[config.mk]
export PLATFORM = sky130hd
export DESIGN_NAME = uart_tx_arbiter
export DESIGN_NICKNAME = d
export VERILOG_FILES = /design/src/rtl/uart_pkg.sv /design/src/rtl/rr_arbiter.sv /design/src/rtl/uart_tx_arbiter.sv
export SDC_FILE = /design/constraint.sdc
export NUM_CORES = 1
export LEC_CHECK = 0
export BUFFER_PORTS_ARGS = -buffer_cell sky130_fd_sc_hd__buf_2
export CORE_ASPECT_RATIO = 1.75
export CORE_MARGIN = 5
export CORE_UTILIZATION = 50
export CTS_BUF_LIST = sky130_fd_sc_hd__clkbuf_4 sky130_fd_sc_hd__clkbuf_8
export DETAILED_ROUTE_END_ITERATION = 12
export HOLD_SLACK_MARGIN = 0.15
export PLACE_DENSITY = 0.82
export SLEW_MARGIN = 20
export SYNTH_ARGS = -nofsm -noshare
export SYNTH_HDL_FRONTEND = slang
export SYNTH_SLANG_ARGS = --single-unit
[constraint.sdc]
create_clock -name i_Clock -period 1.5 [get_ports i_Clock]
set_input_delay 0.075 -clock i_Clock [delete_from_list [all_inputs] [get_ports i_Clock]]
set_output_delay 0.075 -clock i_Clock [all_outputs]
set_load 0.05 [all_outputs]
[src/rtl/uart_pkg.sv]
// Shared UART definitions: arbiter FSM encoding and timing defaults.
package uart_pkg;

  typedef enum logic [1:0] {
    ST_IDLE      = 2'd0,
    ST_LAUNCH    = 2'd1,
    ST_WAIT_DONE = 2'd2,
    ST_GAP       = 2'd3
  } tx_state_e;

  localparam int DEF_CLKS_PER_BIT = 217;  // 25 MHz / 115200
  localparam int UART_FRAME_BITS  = 10;   // start + 8 data + stop

  // Watchdog default: one full frame plus two bit times of slack.
  function automatic int def_timeout_clks(input int clks_per_bit);
    return (UART_FRAME_BITS + 2) * clks_per_bit;
  endfunction

  // Width of a counter that must hold values 0..n-1, never below one bit.
  function automatic int cnt_w(input int n);
    return (n <= 2) ? 1 : $clog2(n);
  endfunction

endpackage

[src/rtl/rr_arbiter.sv]
// Combinational round-robin pick: first pending index at or after rr_ptr,
// wrapping modulo N. Shared with the RX-side dispatcher.
module rr_arbiter #(
  parameter  int N   = 4,
  localparam int IDW = (N > 1) ? $clog2(N) : 1
) (
  input  logic [N-1:0]   pending,
  input  logic [IDW-1:0] rr_ptr,
  output logic           grant_valid,
  output logic [IDW-1:0] grant_id
);

  // One spare bit so rr_ptr + offset never overflows before the wrap.
  logic [IDW:0] idx;

  // Scan offsets 0..N-1 from rr_ptr; the first hit wins.
  always_comb begin
    grant_valid = 1'b0;
    grant_id    = '0;
    idx         = '0;
    for (int i = 0; i < N; i++) begin
      idx = {1'b0, rr_ptr} + (IDW+1)'(i);
      if (idx >= (IDW+1)'(N)) idx = idx - (IDW+1)'(N);
      if (!grant_valid && pending[idx[IDW-1:0]]) begin
        grant_valid = 1'b1;
        grant_id    = idx[IDW-1:0];
      end
    end
  end

endmodule

[src/rtl/uart_tx_arbiter.sv]
// Round-robin scheduler sharing one UART transmitter among NUM_REQ byte
// sources: per-requester holding registers, launch/wait/gap sequencer and a
// watchdog that drops the byte if the transmitter never reports done.
module uart_tx_arbiter
  import uart_pkg::*;
#(
  parameter  int NUM_REQ      = 4,
  parameter  int CLKS_PER_BIT = DEF_CLKS_PER_BIT,
  parameter  int GAP_CLKS     = 0,
  parameter  int TIMEOUT_CLKS = def_timeout_clks(CLKS_PER_BIT),
  localparam int IDW          = $clog2(NUM_REQ)
) (
  input  logic                 i_Clock,
  input  logic                 i_Rst_L,
  input  logic [NUM_REQ-1:0]   i_Req_DV,
  input  logic [8*NUM_REQ-1:0] i_Req_Byte,
  output logic [NUM_REQ-1:0]   o_Req_Ready,
  output logic [NUM_REQ-1:0]   o_Req_Sent,
  output logic                 o_TX_DV,
  output logic [7:0]           o_TX_Byte,
  input  logic                 i_TX_Done,
  output logic [IDW-1:0]       o_Grant_Id,
  output logic                 o_Busy,
  output logic                 o_Timeout_Err
);

  localparam int WDW = cnt_w(TIMEOUT_CLKS);
  localparam int GPW = cnt_w(GAP_CLKS + 1);

  tx_state_e               state, state_n;
  logic [NUM_REQ-1:0]      pending;
  logic [NUM_REQ-1:0][7:0] hold;
  logic [IDW-1:0]          rr_ptr, pick_id;
  logic                    pick_vld;
  logic [WDW-1:0]          wd_cnt;
  logic [GPW-1:0]          gap_cnt;
  logic                    take, done_ok, wd_fire;

  rr_arbiter #(.N(NUM_REQ)) u_rr (
    .pending     (pending),
    .rr_ptr      (rr_ptr),
    .grant_valid (pick_vld),
    .grant_id    (pick_id)
  );

  for (genvar k = 0; k < NUM_REQ; k++) begin : g_hold
    // Holding register k: fill on handshake, drain when its byte launches.
    always_ff @(posedge i_Clock or negedge i_Rst_L) begin
      if (!i_Rst_L) begin
        pending[k] <= 1'b0;
        hold[k]    <= '0;
      end else if (i_Req_DV[k] && !pending[k]) begin
        pending[k] <= 1'b1;
        hold[k]    <= i_Req_Byte[8*k +: 8];
      end else if (state == ST_LAUNCH && o_Grant_Id == IDW'(k)) begin
        pending[k] <= 1'b0;
      end
    end
  end

  assign o_Req_Ready = ~pending;

  // State register.
  always_ff @(posedge i_Clock or negedge i_Rst_L) begin
    if (!i_Rst_L) state <= ST_IDLE;
    else          state <= state_n;
  end

  // Sequencer: done has priority over a watchdog expiry in the same cycle.
  always_comb begin
    state_n = state;
    take    = 1'b0;
    done_ok = 1'b0;
    wd_fire = 1'b0;
    case (state)
      ST_IDLE: begin
        if (pick_vld) begin
          take    = 1'b1;
          state_n = ST_LAUNCH;
        end
      end
      ST_LAUNCH: state_n = ST_WAIT_DONE;
      ST_WAIT_DONE: begin
        if (i_TX_Done) begin
          done_ok = 1'b1;
          state_n = (GAP_CLKS > 0) ? ST_GAP : ST_IDLE;
        end else if (wd_cnt == WDW'(TIMEOUT_CLKS - 1)) begin
          wd_fire = 1'b1;
          state_n = ST_IDLE;
        end
      end
      ST_GAP: begin
        if (gap_cnt == GPW'(GAP_CLKS - 1)) state_n = ST_IDLE;
      end
      default: state_n = ST_IDLE;
    endcase
  end

  // Grant/byte capture on pick, pointer advance on launch.
  always_ff @(posedge i_Clock or negedge i_Rst_L) begin
    if (!i_Rst_L) begin
      o_Grant_Id <= '0;
      o_TX_Byte  <= '0;
      rr_ptr     <= '0;
    end else begin
      if (take) begin
        o_Grant_Id <= pick_id;
        o_TX_Byte  <= hold[pick_id];
      end
      if (state == ST_LAUNCH)
        rr_ptr <= (o_Grant_Id == IDW'(NUM_REQ - 1)) ? '0 : o_Grant_Id + IDW'(1);
    end
  end

  // Watchdog and gap counters; both stop at their terminal value.
  always_ff @(posedge i_Clock or negedge i_Rst_L) begin
    if (!i_Rst_L) begin
      wd_cnt  <= '0;
      gap_cnt <= '0;
    end else begin
      if (state == ST_LAUNCH)
        wd_cnt <= '0;
      else if (state == ST_WAIT_DONE && !done_ok && !wd_fire)
        wd_cnt <= wd_cnt + WDW'(1);
      if (done_ok)
        gap_cnt <= '0;
      else if (state == ST_GAP)
        gap_cnt <= gap_cnt + GPW'(1);
    end
  end

  // Launch strobe, status and completion pulses.
  always_comb begin
    o_Req_Sent = '0;
    if (done_ok) o_Req_Sent[o_Grant_Id] = 1'b1;
  end

  assign o_TX_DV       = (state == ST_LAUNCH);
  assign o_Busy        = (state != ST_IDLE);
  assign o_Timeout_Err = wd_fire;

endmodule

* After elaboration in Yosys (flattened, before gate mapping) *
Index checks and enable logic that the tools add are counted.

operators by class
  bitwise operators = 1
  $add $sub $neg = 10
  muxes and demuxes = 50
  order comparisons = 11
  reductions and logical operators = 33
  equal/unequal tests = 10

operator list
  kind                     number
  $mux W1                  26
  $mux W2                  13
  $mux W12                 2
  $lt A2 B3 Y1 const B     6
  $bmux W8 S2              1
  $logic_and A1 B1 Y1      14
  $reduce_bool A2 Y1       7
  $add A12 B1 Y12 const B  1
  $eq A12 B12 Y1 const B   1
  $ge A3 B3 Y1 const B     3
  $logic_not A1 Y1         9
  $bmux W1 S2              4
  $eq A2 B2 Y1 const B     4
  $mux W8                  1
  $pmux W2 S4              1
  $sub A2 B1 Y2 const B    4
  $add A2 B2 Y3 const B    2
  $eq A2 B1 Y1 const B     2
  $logic_not A2 Y1         2
  $mux W4                  1
  $ne A2 B2 Y1 const B     2
  $not A4 Y4               1
  $add A2 B1 Y3 const B    1
  $ge A2 B3 Y1 const B     1
  other kinds (6)          6

word-level totals
  input bits = 39
  register bits = 63
  word-level logic and storage cells = 129
  output and inout bits = 21

* Logic depth before layout (Yosys ltp) *
  word-level depth = 16
  mapped depth = 7
  gate-level depth less buffers = 6

* Cells and area by module *
A second synthesis with hierarchy kept.

second synthesis, totals
  cells, all modules = 244
  area, all modules = 2991.6 um^2

modules (own cells, without submodules)
  module           area an instance (um^2)  cells each  times used
  uart_tx_arbiter  2914.0                   229         1
  rr_arbiter       77.6                     15          1

* Least setup slack after synthesis *
No wires, ideal clock.

  kind = register -> register
  start point = register pending[2]
  end point = register o_TX_Byte[2]
  slack = -429 ps
  arrival = 1781 ps
  cell stages (with the launch flop) = 8
  library setup time = 149 ps
  cell sequence = dfrtp_1 > inv_1 > o21ai_0 > a221o_1 > buf_6 > buf_6 > mux2i_1 > o221ai_1

on the way
  longest elaborated chain between the ends = 14
  elaborated cells between the ends (all ways) = 26
  classes of those cells = mux (20); reduce/logical (6)

ends and longest elaborated chain
  item                                                      line                                           RTL
  from (decl)                                               uart_tx_arbiter.sv:31                          logic [NUM_REQ-1:0] pending;
  from (signal, indexed assignment)                         uart_tx_arbiter.sv:50                          pending[k] <= 1'b0;
  from (signal, indexed assignment)                         uart_tx_arbiter.sv:53                          pending[k] <= 1'b1;
  from (signal, indexed assignment)                         uart_tx_arbiter.sv:56                          pending[k] <= 1'b0;
  $bmux W1 S2                                               rr_arbiter.sv:24                               if (!grant_valid && pending[idx[IDW-1:0]]) begin
  $mux W1 (not written as such)                             rr_arbiter.sv:24
  $mux W1                                                   rr_arbiter.sv:24
  $logic_not A1 Y1                                          rr_arbiter.sv:24
  $logic_and A1 B1 Y1                                       rr_arbiter.sv:24
  $mux W1                                                   rr_arbiter.sv:24
  $logic_not A1 Y1                                          rr_arbiter.sv:24
  $logic_and A1 B1 Y1                                       rr_arbiter.sv:24
  $mux W1                                                   rr_arbiter.sv:24
  $logic_not A1 Y1                                          rr_arbiter.sv:24
  $logic_and A1 B1 Y1                                       rr_arbiter.sv:24
  $mux W2 or $mux W1 (tied branches)                        rr_arbiter.sv:24
  $bmux W8 S2 or $mux W1 (tied branches)                    uart_tx_arbiter.sv:108, uart_tx_arbiter.sv:77
  $mux W8 (not written as such) or $mux W1 (tied branches)  uart_tx_arbiter.sv:108, uart_tx_arbiter.sv:75
  to (signal assigned)                                      uart_tx_arbiter.sv:108                         o_TX_Byte <= hold[pick_id];
  to (decl)                                                 uart_tx_arbiter.sv:20                          output logic [7:0] o_TX_Byte,

Several ways; a longest one is shown, not always the timed one. The select of a mux whose other input is x is not followed.
A chain may end at the register's enable or synchronous reset.

* Worst setup path in the final report *
  start point = register state[1]
  end point = register wd_cnt[11]

on the way
  longest elaborated chain between the ends = 6
  elaborated cells between the ends (all ways) = 10
  classes of those cells = eq/ne (2); mux (3); reduce/logical (5)

ends and longest elaborated chain
  item                              line                                           RTL
  from (decl)                       uart_tx_arbiter.sv:30                          tx_state_e state, state_n;
  from (signal assigned)            uart_tx_arbiter.sv:66                          else state <= state_n;
  $eq A2 B2 Y1                      uart_tx_arbiter.sv:75, uart_tx_arbiter.sv:123
  $mux W1                           uart_tx_arbiter.sv:75                          case (state)
  $logic_not A1 Y1                  uart_tx_arbiter.sv:123                         else if (state == ST_WAIT_DONE && !done_ok && !wd_fire)
  $logic_and A1 B1 Y1 (2 in a row)  uart_tx_arbiter.sv:123
  $reduce_bool A2 Y1 (no line)      -
  to (signal assigned)              uart_tx_arbiter.sv:124                         wd_cnt <= wd_cnt + WDW'(1);
  to (decl)                         uart_tx_arbiter.sv:35                          logic [WDW-1:0] wd_cnt;

Several ways; a longest one is shown, not always the timed one.

==> flow_metrics.py <==
metrics = {
    "setup_path": {
        "crit_buf_inv": 3,
        "crit_path_cell_trace": "buf_6 > buf_4 > and4bb_2 > and4_4 > buf_4 > nand3_4 > nand3_2 > o21ai_1",
        "critPathMaxFanout": 5,
        "worstPathRequired_ns": 1.72,
        "cp_slowest_stage_delay_ns": 0.38,
        "crit_path_start_kind": "flip-flop",
        "r2r-end": "wd_cnt[11]$_DFFE_PN0P_",
        "critPathKind": "flip-flop to flip-flop",
        "cp_top_family": "simple AND/OR/NAND/NOR gates",
        "cp.depth": 8,
        "cp-end-kind": "flip-flop",
        "arrival_ns": 1.92,
        "worstReg2RegStart": "state[1]$_DFFE_PN0P_",
        "slowest_stage": "dfrtp_1",
        "crit_end": "wd_cnt[11]$_DFFE_PN0P_",
        "setup.worst_path.start": "state[1]$_DFFE_PN0P_",
        "reg2reg_depth": 8,
        "crit_path_frequent_cell": "buf_4",
        "reg2reg_slack_ns": -0.20,
    },
    "sta": {
        "fin_skew_ns": 0.00704,
        "slew_viol_final": 0,
        "worst_slew_pin_slew_ns": 0.379,
        "slew_headroom_pct": 74.6,
        "timing.final.hold_violations": 0,
        "setup_viol_count_final": 25,
        "fin_crit_sh_pct": 113,
        "rsz0062_at_grt": "true",
        "worst_slack_ns": -0.200,
        "fin_crit_ns": 1.70,
        "fmax_ghz": 0.588,
    },
    "floorplan": {
        "dieArea_um2": 7490,
        "die_h_um": 111,
        "core_area_um2": 5630,
        "die_w_um": 67.6,
        "ios": 60,
        "initial_core_util_pct": 51.6,
        "rows": 36,
    },
    "placement": {
        "dpl_cell_area_um2": 3520,
        "placed_cells": 400,
        "port_buffers": 59,
        "place.gp.congestion": 0.816,
        "hpwl_um": 5220,
    },
    "layout": {
        "fin_cells": 462,
        "fill_cells": 302,
        "drive_gt1_share_pct": 53.1,
        "antenna_cells": 0,
        "final_nets": 426,
        "fin_area_um2": 4460,
        "final_cell_mix": "60 x dfrtp_1, 53 x buf_2, 35 x buf_4",
        "layout_commonest_cell": "dfrtp_1",
        "syn_to_final_growth_pct": 53.8,
    },
    "logic_synthesis": {
        "ys_seq_area_share_pct": 54.3,
        "yosys.area.top_type": "dfrtp_1",
        "synthTopCellsByArea": "dfrtp_1 54%, mux2_2 12%, mux2i_1 6.2%, nand2_1 3.2%, o221ai_1 2.4%",
        "synth_area_um2": 2900,
        "synth_cell_types": 38,
        "yosysWarnings": 0,
        "ys_ff_latch": 63,
        "synth_top_area_share_pct": 54.3,
        "avgSynthCellArea_um2": 12.0,
        "synth_edf_count": 0,
        "ys_dominant_reg_cell": "dfrtp_1",
        "synthesis.nets": 286,
        "syn_inst": 242,
        "synthArstFlopShare_pct": 100,
    },
    "cts": {
        "cts_tree": "yes",
        "clk_latency_ns": 0.34,
        "cts_sinks": 63,
        "cts-root-buf": "clkbuf_8",
        "cts.path.max_buffers": 2,
        "cts_made_buffers": 9,
        "clk_pin_slew_ns": 0.07,
        "ctsHtreeMaxLevel": 3,
    },
    "detailed_routing": {
        "num_vias": 2592,
        "ant_nets": 0,
        "wire_per_inst_um": 20.5,
        "drcViolationCount": 0,
        "drtIter0Drc": 204,
        "drtPass1Iterations": 4,
        "viasPerCell": 5.61,
        "drt_wl_total_um": 9480,
    },
    "power_and_ir_drop": {
        "p_int_mw": 5.72,
        "p_sw_mw": 4.11,
        "p_seq_share_pct": 32.2,
        "p_leak_nw": 2.09,
        "peakVddDrop_uv": 1700,
        "p_comb_share_pct": 52.3,
        "clkPwrFrac_pct": 15.4,
        "swShare_pct": 41.8,
        "power_density_nw_per_um2": 2200,
    },
    "hold_path": {
        "hold_path_class": "primary input to flip-flop",
    },
    "grt": {
        "grt_pass1_wl_um": 14100,
        "grt_usage_pct": 25.7,
        "gr-total-overflow": 0,
        "grt_start_max_net_pins": 64,
        "grt_pass1_vias": 2802,
        "antenna_found_initial": 0,
    },
    "status": {
        "outcome": "finished with violations",
        "violations": "setup timing",
    },
    "run": {
        "cap_violations": 0,
    },
}
[registers in the layout, summed over array words and instances (netlist names)]
| signal | flops |
|---|---|
| wd_cnt | 12 |
| rr_ptr | 2 |
| pending | 4 |
| hold | 32 |
| state | 2 |
| gap_cnt | 1 |
| o_Grant_Id | 2 |
| o_TX_Byte | 8 |
[power groups by stage]
stage                     Clock, mW  Combinational [mW]  Sequential, mW
after global placement            0                3.89            3.00
final                          1.52                5.14            3.17
after detailed placement          0                4.04            3.02
after global routing           1.62                5.45            3.22
after CTS                      1.53                4.56            3.04
after floorplan                   0                2.50            3.26
[Yosys cell counts (all sizes together) (2+ instances only)]
cell type	n
a21o	2
a21oi	4
and2	5
and3	3
and4	2
buf	4
clkbuf	5
dfrtp	63
ha	5
inv	6
mux2	32
mux2i	18
nand2	25
nand3	6
nor2	15
nor2b	4
nor3b	2
o21ai	4
o221ai	8
or2	5
xnor2	3
xor2	7
[tightest hold or removal path, stage by stage]
cell and delay, ns:
buf_2 0.08, nor2b_1 0.11, buf_4 0.18, or2_2 0.13
[cell type report]
type | instances | area (µm²) | area share, %
inverter | 7 | 32.5 | 0.729
timing repair buffer | 137 | 1070 | 24.0
tap | 76 | 95.1 | 2.13
multi-input combinational | 164 | 1490 | 33.3
clock buffer | 12 | 159 | 3.56
sequential | 63 | 1580 | 35.4
clock inverter | 3 | 42.5 | 0.953
[metal layers]
layer  GRT usage, %  wire [µm]  vias to the layer above
met5              0          0                        -
met2           45.6       5380                      132
met3           6.39        495                       46
met1           26.8       3030                     1281
li1               -          -                     1133
met4           12.3        565                        0
[what timing repair did]
item | 4_1_cts | 5_1_grt
hold endpoints to repair | 96 | 0
cloned | 0 | 2
setup buffers | 4 | 9
pin swaps | 7 | 15
hold buffers | 34 | 0
endpoints found under the setup margin | 19 | 35
gates resized for setup | 46 | 37
[worst min-delay path by stage]
stage	end	startpoint	cells past startpoint	slack, ns
finish	pending[0]$_DFFE_PN0P_	i_Req_DV[0]	4	0.26
global route	pending[0]$_DFFE_PN0P_	i_Req_DV[0]	4	0.27
CTS	state[1]$_DFFE_PN0P_	i_TX_Done	4	0.24
detailed placement	pending[3]$_DFFE_PN0P_	i_Rst_L	2	0.11
global placement	pending[3]$_DFFE_PN0P_	i_Rst_L	2	0.11
floorplan	gap_cnt$_DFFE_PN0P_	i_Rst_L	0	-0.22
[per-stage QoR]
| step | setup slack, ns | utilization [%] | hold WS, ns | TNS, ns | power [mW] |
|---|---|---|---|---|---|
| floorplan | -0.263 | - | -0.221 | -2.11 | 5.76 |
| global placement | -0.0908 | 62.5 | 0.110 | -0.711 | 6.88 |
| detailed placement | -0.192 | 62.5 | 0.108 | -1.51 | 7.06 |
| CTS | -0.134 | 75.7 | 0.242 | -1.29 | 9.13 |
| global route | -0.248 | 79.3 | 0.267 | -3.92 | 10.3 |
| finish | -0.200 | 79.3 | 0.262 | -2.69 | 9.83 |
[cell families after synthesis]
kind of cell,Yosys count,share of synthesized area (%)
simple gates,75,13.4
flops,63,54.3
mux,50,18.6
compound gates,23,5.65
buf+inv,16,2.84
xor+xnor,10,3.02
fa+ha+maj,5,2.16
(Power assumes the default switching activity.)
